$ cat src/rtl/alu_pkg.sv
// Shared definitions for the sequential execute-stage ALU.
package alu_pkg;

  // Operation encodings; bit 0 selects subtract on the adder path.
  localparam logic [1:0] ALU_ADD = 2'b00;
  localparam logic [1:0] ALU_SUB = 2'b01;
  localparam logic [1:0] ALU_MUL = 2'b10;
  localparam logic [1:0] ALU_XOR = 2'b11;

  // Control states: idle (single-cycle ops handled here) and multiply in progress.
  typedef enum logic {
    S_IDLE = 1'b0,
    S_MUL  = 1'b1
  } state_t;

endpackage

$ cat src/rtl/adder_subtractor.sv
// WIDTH-bit adder/subtractor with carry/borrow and signed-overflow outputs.
module adder_subtractor #(
  parameter int WIDTH = 8
) (
  input  logic [WIDTH-1:0] i_a,
  input  logic [WIDTH-1:0] i_b,
  input  logic             i_sub,
  output logic [WIDTH-1:0] o_sum,
  output logic             o_carry,
  output logic             o_ovf
);

  logic [WIDTH-1:0] w_b_eff;
  logic [WIDTH:0]   w_full;

  // Subtract is A + ~B + 1; the raw carry out is then the inverse of borrow.
  assign w_b_eff = i_sub ? ~i_b : i_b;
  assign w_full  = {1'b0, i_a} + {1'b0, w_b_eff} + {{WIDTH{1'b0}}, i_sub};
  assign o_sum   = w_full[WIDTH-1:0];
  assign o_carry = i_sub ? ~w_full[WIDTH] : w_full[WIDTH];

  // Overflow: operands of equal effective sign produce a result of the other sign.
  assign o_ovf = (i_a[WIDTH-1] == w_b_eff[WIDTH-1]) && (o_sum[WIDTH-1] != i_a[WIDTH-1]);

endmodule

$ cat src/rtl/seq_alu.sv
// Multi-cycle execute-stage ALU: single-cycle ADD/SUB/XOR, iterative shift-add MUL.
//
// Handshake: start is sampled on a rising edge only while busy is low; the
// operands are captured on that same edge. A start seen while busy is high is
// dropped entirely. done is a one-cycle pulse marking the cycle in which
// out/out_hi/flags first show the new result; they then hold until the next
// completion or reset. Because the block is idle while done is high, a new
// start may be presented in the done cycle and is accepted.
module seq_alu #(
  parameter int WIDTH = 8
) (
  input  logic             clk,
  input  logic             rst,
  input  logic             start,
  input  logic [1:0]       alu_op,
  input  logic [WIDTH-1:0] in_one,
  input  logic [WIDTH-1:0] in_two,
  output logic             busy,
  output logic             done,
  output logic [WIDTH-1:0] out,
  output logic [WIDTH-1:0] out_hi,
  output logic             o,
  output logic             c,
  output logic             z,
  output logic             n
);

  import alu_pkg::*;

  localparam int            CW   = $clog2(WIDTH);
  localparam logic [CW-1:0] LAST = CW'(WIDTH - 1);

  state_t r_state;
  state_t w_state_next;

  logic [WIDTH-1:0]   r_mcand;
  logic [2*WIDTH-1:0] r_acc;
  logic [CW-1:0]      r_cnt;
  logic [WIDTH-1:0]   r_out;
  logic [WIDTH-1:0]   r_out_hi;
  logic               r_o;
  logic               r_c;
  logic               r_z;
  logic               r_n;
  logic               r_done;

  logic [WIDTH-1:0]   w_add_sum;
  logic               w_add_c;
  logic               w_add_o;
  logic [WIDTH:0]     w_acc_sum;
  logic [2*WIDTH-1:0] w_acc_next;
  logic               w_load;
  logic               w_mul_start;
  logic [WIDTH-1:0]   w_res_lo;
  logic [WIDTH-1:0]   w_res_hi;
  logic               w_res_o;
  logic               w_res_c;
  logic               w_res_z;
  logic               w_res_n;

  adder_subtractor #(
    .WIDTH(WIDTH)
  ) u_addsub (
    .i_a    (in_one),
    .i_b    (in_two),
    .i_sub  (alu_op[0]),
    .o_sum  (w_add_sum),
    .o_carry(w_add_c),
    .o_ovf  (w_add_o)
  );

  // Shift-add step: upper half accumulates the multiplicand when the
  // multiplier LSB is set; the carry out shifts back in at the top.
  assign w_acc_sum  = {1'b0, r_acc[2*WIDTH-1:WIDTH]} +
                      (r_acc[0] ? {1'b0, r_mcand} : {(WIDTH+1){1'b0}});
  assign w_acc_next = {w_acc_sum, r_acc[WIDTH-1:1]};

  // Next-state and next-result selection.
  always_comb begin
    w_state_next = r_state;
    w_load       = 1'b0;
    w_mul_start  = 1'b0;
    w_res_lo     = '0;
    w_res_hi     = '0;
    w_res_o      = 1'b0;
    w_res_c      = 1'b0;
    case (r_state)
      S_IDLE: begin
        if (start) begin
          if (alu_op == ALU_MUL) begin
            w_mul_start  = 1'b1;
            w_state_next = S_MUL;
          end else begin
            w_load = 1'b1;
            case (alu_op)
              ALU_XOR: w_res_lo = in_one ^ in_two;
              default: begin
                w_res_lo = w_add_sum;
                w_res_o  = w_add_o;
                w_res_c  = w_add_c;
              end
            endcase
          end
        end
      end
      S_MUL: begin
        if (r_cnt == LAST) begin
          w_load       = 1'b1;
          w_state_next = S_IDLE;
          w_res_lo     = w_acc_next[WIDTH-1:0];
          w_res_hi     = w_acc_next[2*WIDTH-1:WIDTH];
          w_res_c      = |w_acc_next[2*WIDTH-1:WIDTH];
          w_res_o      = |w_acc_next[2*WIDTH-1:WIDTH];
        end
      end
      default: w_state_next = S_IDLE;
    endcase
  end

  // Zero covers both product halves; sign comes from the top of the full result.
  assign w_res_z = ~|{w_res_hi, w_res_lo};
  assign w_res_n = (r_state == S_MUL) ? w_res_hi[WIDTH-1] : w_res_lo[WIDTH-1];

  // State register.
  always_ff @(posedge clk) begin
    if (rst) r_state <= S_IDLE;
    else     r_state <= w_state_next;
  end

  // Multiply datapath, result/flag registers and done pulse.
  always_ff @(posedge clk) begin
    if (rst) begin
      r_mcand  <= '0;
      r_acc    <= '0;
      r_cnt    <= '0;
      r_out    <= '0;
      r_out_hi <= '0;
      r_o      <= 1'b0;
      r_c      <= 1'b0;
      r_z      <= 1'b0;
      r_n      <= 1'b0;
      r_done   <= 1'b0;
    end else begin
      r_done <= w_load;
      if (w_load) begin
        r_out    <= w_res_lo;
        r_out_hi <= w_res_hi;
        r_o      <= w_res_o;
        r_c      <= w_res_c;
        r_z      <= w_res_z;
        r_n      <= w_res_n;
      end
      if (w_mul_start) begin
        r_mcand <= in_one;
        r_acc   <= {{WIDTH{1'b0}}, in_two};
        r_cnt   <= '0;
      end else if (r_state == S_MUL) begin
        r_acc <= w_acc_next;
        r_cnt <= (r_cnt == LAST) ? '0 : r_cnt + CW'(1);
      end
    end
  end

  assign busy   = (r_state == S_MUL);
  assign done   = r_done;
  assign out    = r_out;
  assign out_hi = r_out_hi;
  assign o      = r_o;
  assign c      = r_c;
  assign z      = r_z;
  assign n      = r_n;

endmodule

$ cat config.mk
export PLATFORM = sky130hd
export DESIGN_NAME = seq_alu
export DESIGN_NICKNAME = d
export VERILOG_FILES = /design/src/rtl/alu_pkg.sv /design/src/rtl/adder_subtractor.sv /design/src/rtl/seq_alu.sv
export SDC_FILE = /design/constraint.sdc
export NUM_CORES = 1
export LEC_CHECK = 0
export BUFFER_PORTS_ARGS = -buffer_cell sky130_fd_sc_hd__buf_4
export CAP_MARGIN = 40
export CORE_ASPECT_RATIO = 1.1
export CORE_MARGIN = 2
export CORE_UTILIZATION = 30
export CTS_CLUSTER_SIZE = 24
export DETAILED_ROUTE_END_ITERATION = 8
export GPL_TIMING_DRIVEN = 0
export PLACE_DENSITY = 0.55
export SYNTH_ARGS = -nofsm -noshare
export SYNTH_HDL_FRONTEND = slang
export SYNTH_SLANG_ARGS = --single-unit
$ cat constraint.sdc
create_clock -name clk -period 3 [get_ports clk]
set_input_delay 0.6 -clock clk [delete_from_list [all_inputs] [get_ports clk]]
set_output_delay 0.6 -clock clk [all_outputs]
set_load 0.01 [all_outputs]
==> run summary <==
Final RePlAce weighted congestion: 0.831
Synth top cells by count: dfxtp_1 (49), nand2_1 (38), nor2_1 (37)
Fin cells: 506
# nets final: 429
CP Cell Sequence: buf_4 > buf_2 > xor2_2 > fa_1 > nor4bb_1 > a211oi_2 > nand4_1 > a211oi_2 > nand4_1 > o41ai_2
Pin count of the biggest net entering global routing: 19
TNS Setup: 0 ps
Syn_nets: 380
CP Launch Type: input pin
Static Leak: 1.44 nW
Clock buffer depth: 2
Layout Skew: 18.2 ps
All-Layer GR Usage: 16.1%
Num CTS Buffers: 5
Core area: 9350 µm²
Sink Count: 49
First-pass GRT wire length: 13400 µm
Hold slack: 456 ps
Post-CTS setup buffer count: 0
Yosys top cell by area: dfxtp_1
YS warnings: 0
Min-Delay Path Depth: 2
Hold Fails Final Rpt: 0
Share of post-route cells with drive strength above 1: 17.7%
Routed wire length: 8330 µm
Initial DRC count: 156
Max VDD drop: 0.000180 V
Hold buffers post-CTS: 0
Hold/Removal Path Class: flop to flop
Die width: 97.4 µm
Root Buffer: clkbuf_8
Die height: 107 µm
Final Cycle Share: 95.1%
# setup viols final: 0
Vias: 2708
Ys async rst share: 0%
Area contributors post-synth: dfxtp_1 (34%), ha_1 (7.8%), xor2_1 (5.8%)
Area Overhead vs Synth: 20.0%
# DRC: 0
N_diodes: 0
Primary FF master, synth: dfxtp_1
IO buf count: 41
Worst skew pair latency: 320 ps
Fmax: 0.351 GHz
Cells after DPL: 498
Reg2Reg Setup Slack: 200 ps
Sequential cell area: 982 µm²
Measured slew at the worst slew-check pin: 820 ps
Starting Density: 30.8%
Row count: 37
Crit Reg-Reg Endpoint: c
Req. time, crit path: 3230 ps
RSZ-0062 raised after global routing: false
Vias/cell: 5.35
Reg2reg start: r_acc[0]
Reg2Reg Depth: 9
Gr ovfl total: 0
Util after Layout: 36.9%
Status: finished, final reports clean
Slew headroom: 45.3%
Syn avg cell area: 8.49 µm²
Cell Area, Synth: 2880 µm²
Power, Total: 1.45 mW
Crit-path max FO: 10
Slowest stage delay, CP: 440 ps
Cells after synthesis: 339
Slew Viols, Final: 0
Antenna violations before repair: 0
Setup crit end kind: flop
MaxCap Viol Count: 0
CP arrival: 3090 ps
Seq/Total Area, Yosys: 34.1%
Count of cell types in the netlist: 52
Filler cells: 1019
Clock edge transition at the registers on the reported setup and hold paths: 110 ps
Avg WL per Cell: 16.5 µm
CTS tree: done
Tmin final: 2850 ps
Top Ports: 43
Vias in the first global route: 2651
CP max-delay cell: fa_1
Worst setup path category: input pin to flop
Pre-antenna DRT Iters: 8
H-tree depth: 2
Post-synth EDFFs: 0
Multi-input logic area: 1830 µm²
Die area: 10400 µm²
Antenna violation net count after detailed routing: 0
Hold path startpoint: r_mcand[3]
WHS Endpoint: r_mcand[3]
Synth top area share: 34.1%
PwrDens: 421 nW/µm²
Count leader, synth: dfxtp_1
Detailed Place HPWL: 6490 µm
#FFs+latches synth: 49
-- repair_timing --
action / 4_1_cts / 5_1_grt
endpoints found under the setup margin: 1 / 2
gates resized for setup: 2 / 3
cloned: 0 / 0
-- cell type report --
type | count | share of cell area (%)
buffer | 14 | 1.67
clock inverter | 3 | 0.833
timing repair buffer | 42 | 9.05
inverter | 7 | 0.761
sequential | 49 | 28.4
clock buffer | 5 | 1.99
tap | 117 | 4.24
multi-input combinational | 269 | 53.0
-- worst max path at each step --
stage                          from  to  slack (ps)  cells after the start
after floorplan           alu_op[0]   z         170                      9
after global placement    alu_op[0]   z        -680                     10
after detailed placement  alu_op[0]   z        -730                     10
after CTS                 alu_op[0]   z          50                     10
after global routing      alu_op[0]   z          60                     10
final                     alu_op[0]   z         150                     10
-- cell usage in the layout (no fill, tap or decap), types with 6 or more instances in the layout --
cell / count
dfxtp_1: 48
a22oi_1: 6
nand2_1: 38
xor2_1: 18
a21oi_1: 32
ha_1: 18
mux2i_1: 7
a222oi_1: 8
inv_1: 7
o21ai_0: 13
buf_4: 41
clkbuf_1: 7
nor3_1: 9
and2_1: 10
a221oi_1: 7
nor2_1: 37
-- critical path, delay by kind of cell --
kind                       cells  cell delay (ps)
AOI/OAI and AO/OA              3              950
and+or+nand+nor                3              480
adders and majority gates      1              440
buffers and inverters          2              400
xor gates and xnor gates       1              220
-- state kept, by name, summed over array words and instances (netlist names) --
name     flops
done         1
busy         1
r_mcand      8
out_hi       8
c            1
out          8
r_acc       16
r_cnt        3
o            1
z            1
n            1
-- where the power goes --
part	leakage, nW	switching, mW	internal [mW]
Combinational	0.986	0.187	0.135
Sequential	0.398	0.0159	0.675
Clock	0.0511	0.264	0.177
-- logic make-up (layout without fill, tap and decap cells) --
group	Yosys count	after routing	synth area share (%)
buffers and inverters	21	71	2.87
AO/OA/AOI/OAI	93	93	23.3
flip-flops	49	49	34.1
AND/OR/NAND/NOR	125	125	20.8
adder cells (fa/ha/maj)	20	20	9.22
XOR/XNOR	24	24	7.30
multiplexers	7	7	2.43
-- per-stage QoR --
step           worst slack, ps  area (µm²)
5_1_grt                   63.0        3450
3_3_place_gp              -677        3330
6_report                   148        3450
2_1_floorplan              169        2880
3_5_place_dp              -730        3340
4_1_cts                   48.0        3440
-- layer usage --
layer | routed length, µm | GRT usage [%]
met1 | 3520 | 18.8
met2 | 4270 | 30.0
met3 | 326 | 2.35
met4 | 201 | 5.56
met5 | 0 | 0
No activity file was read; power rests on OpenSTA's default activity.
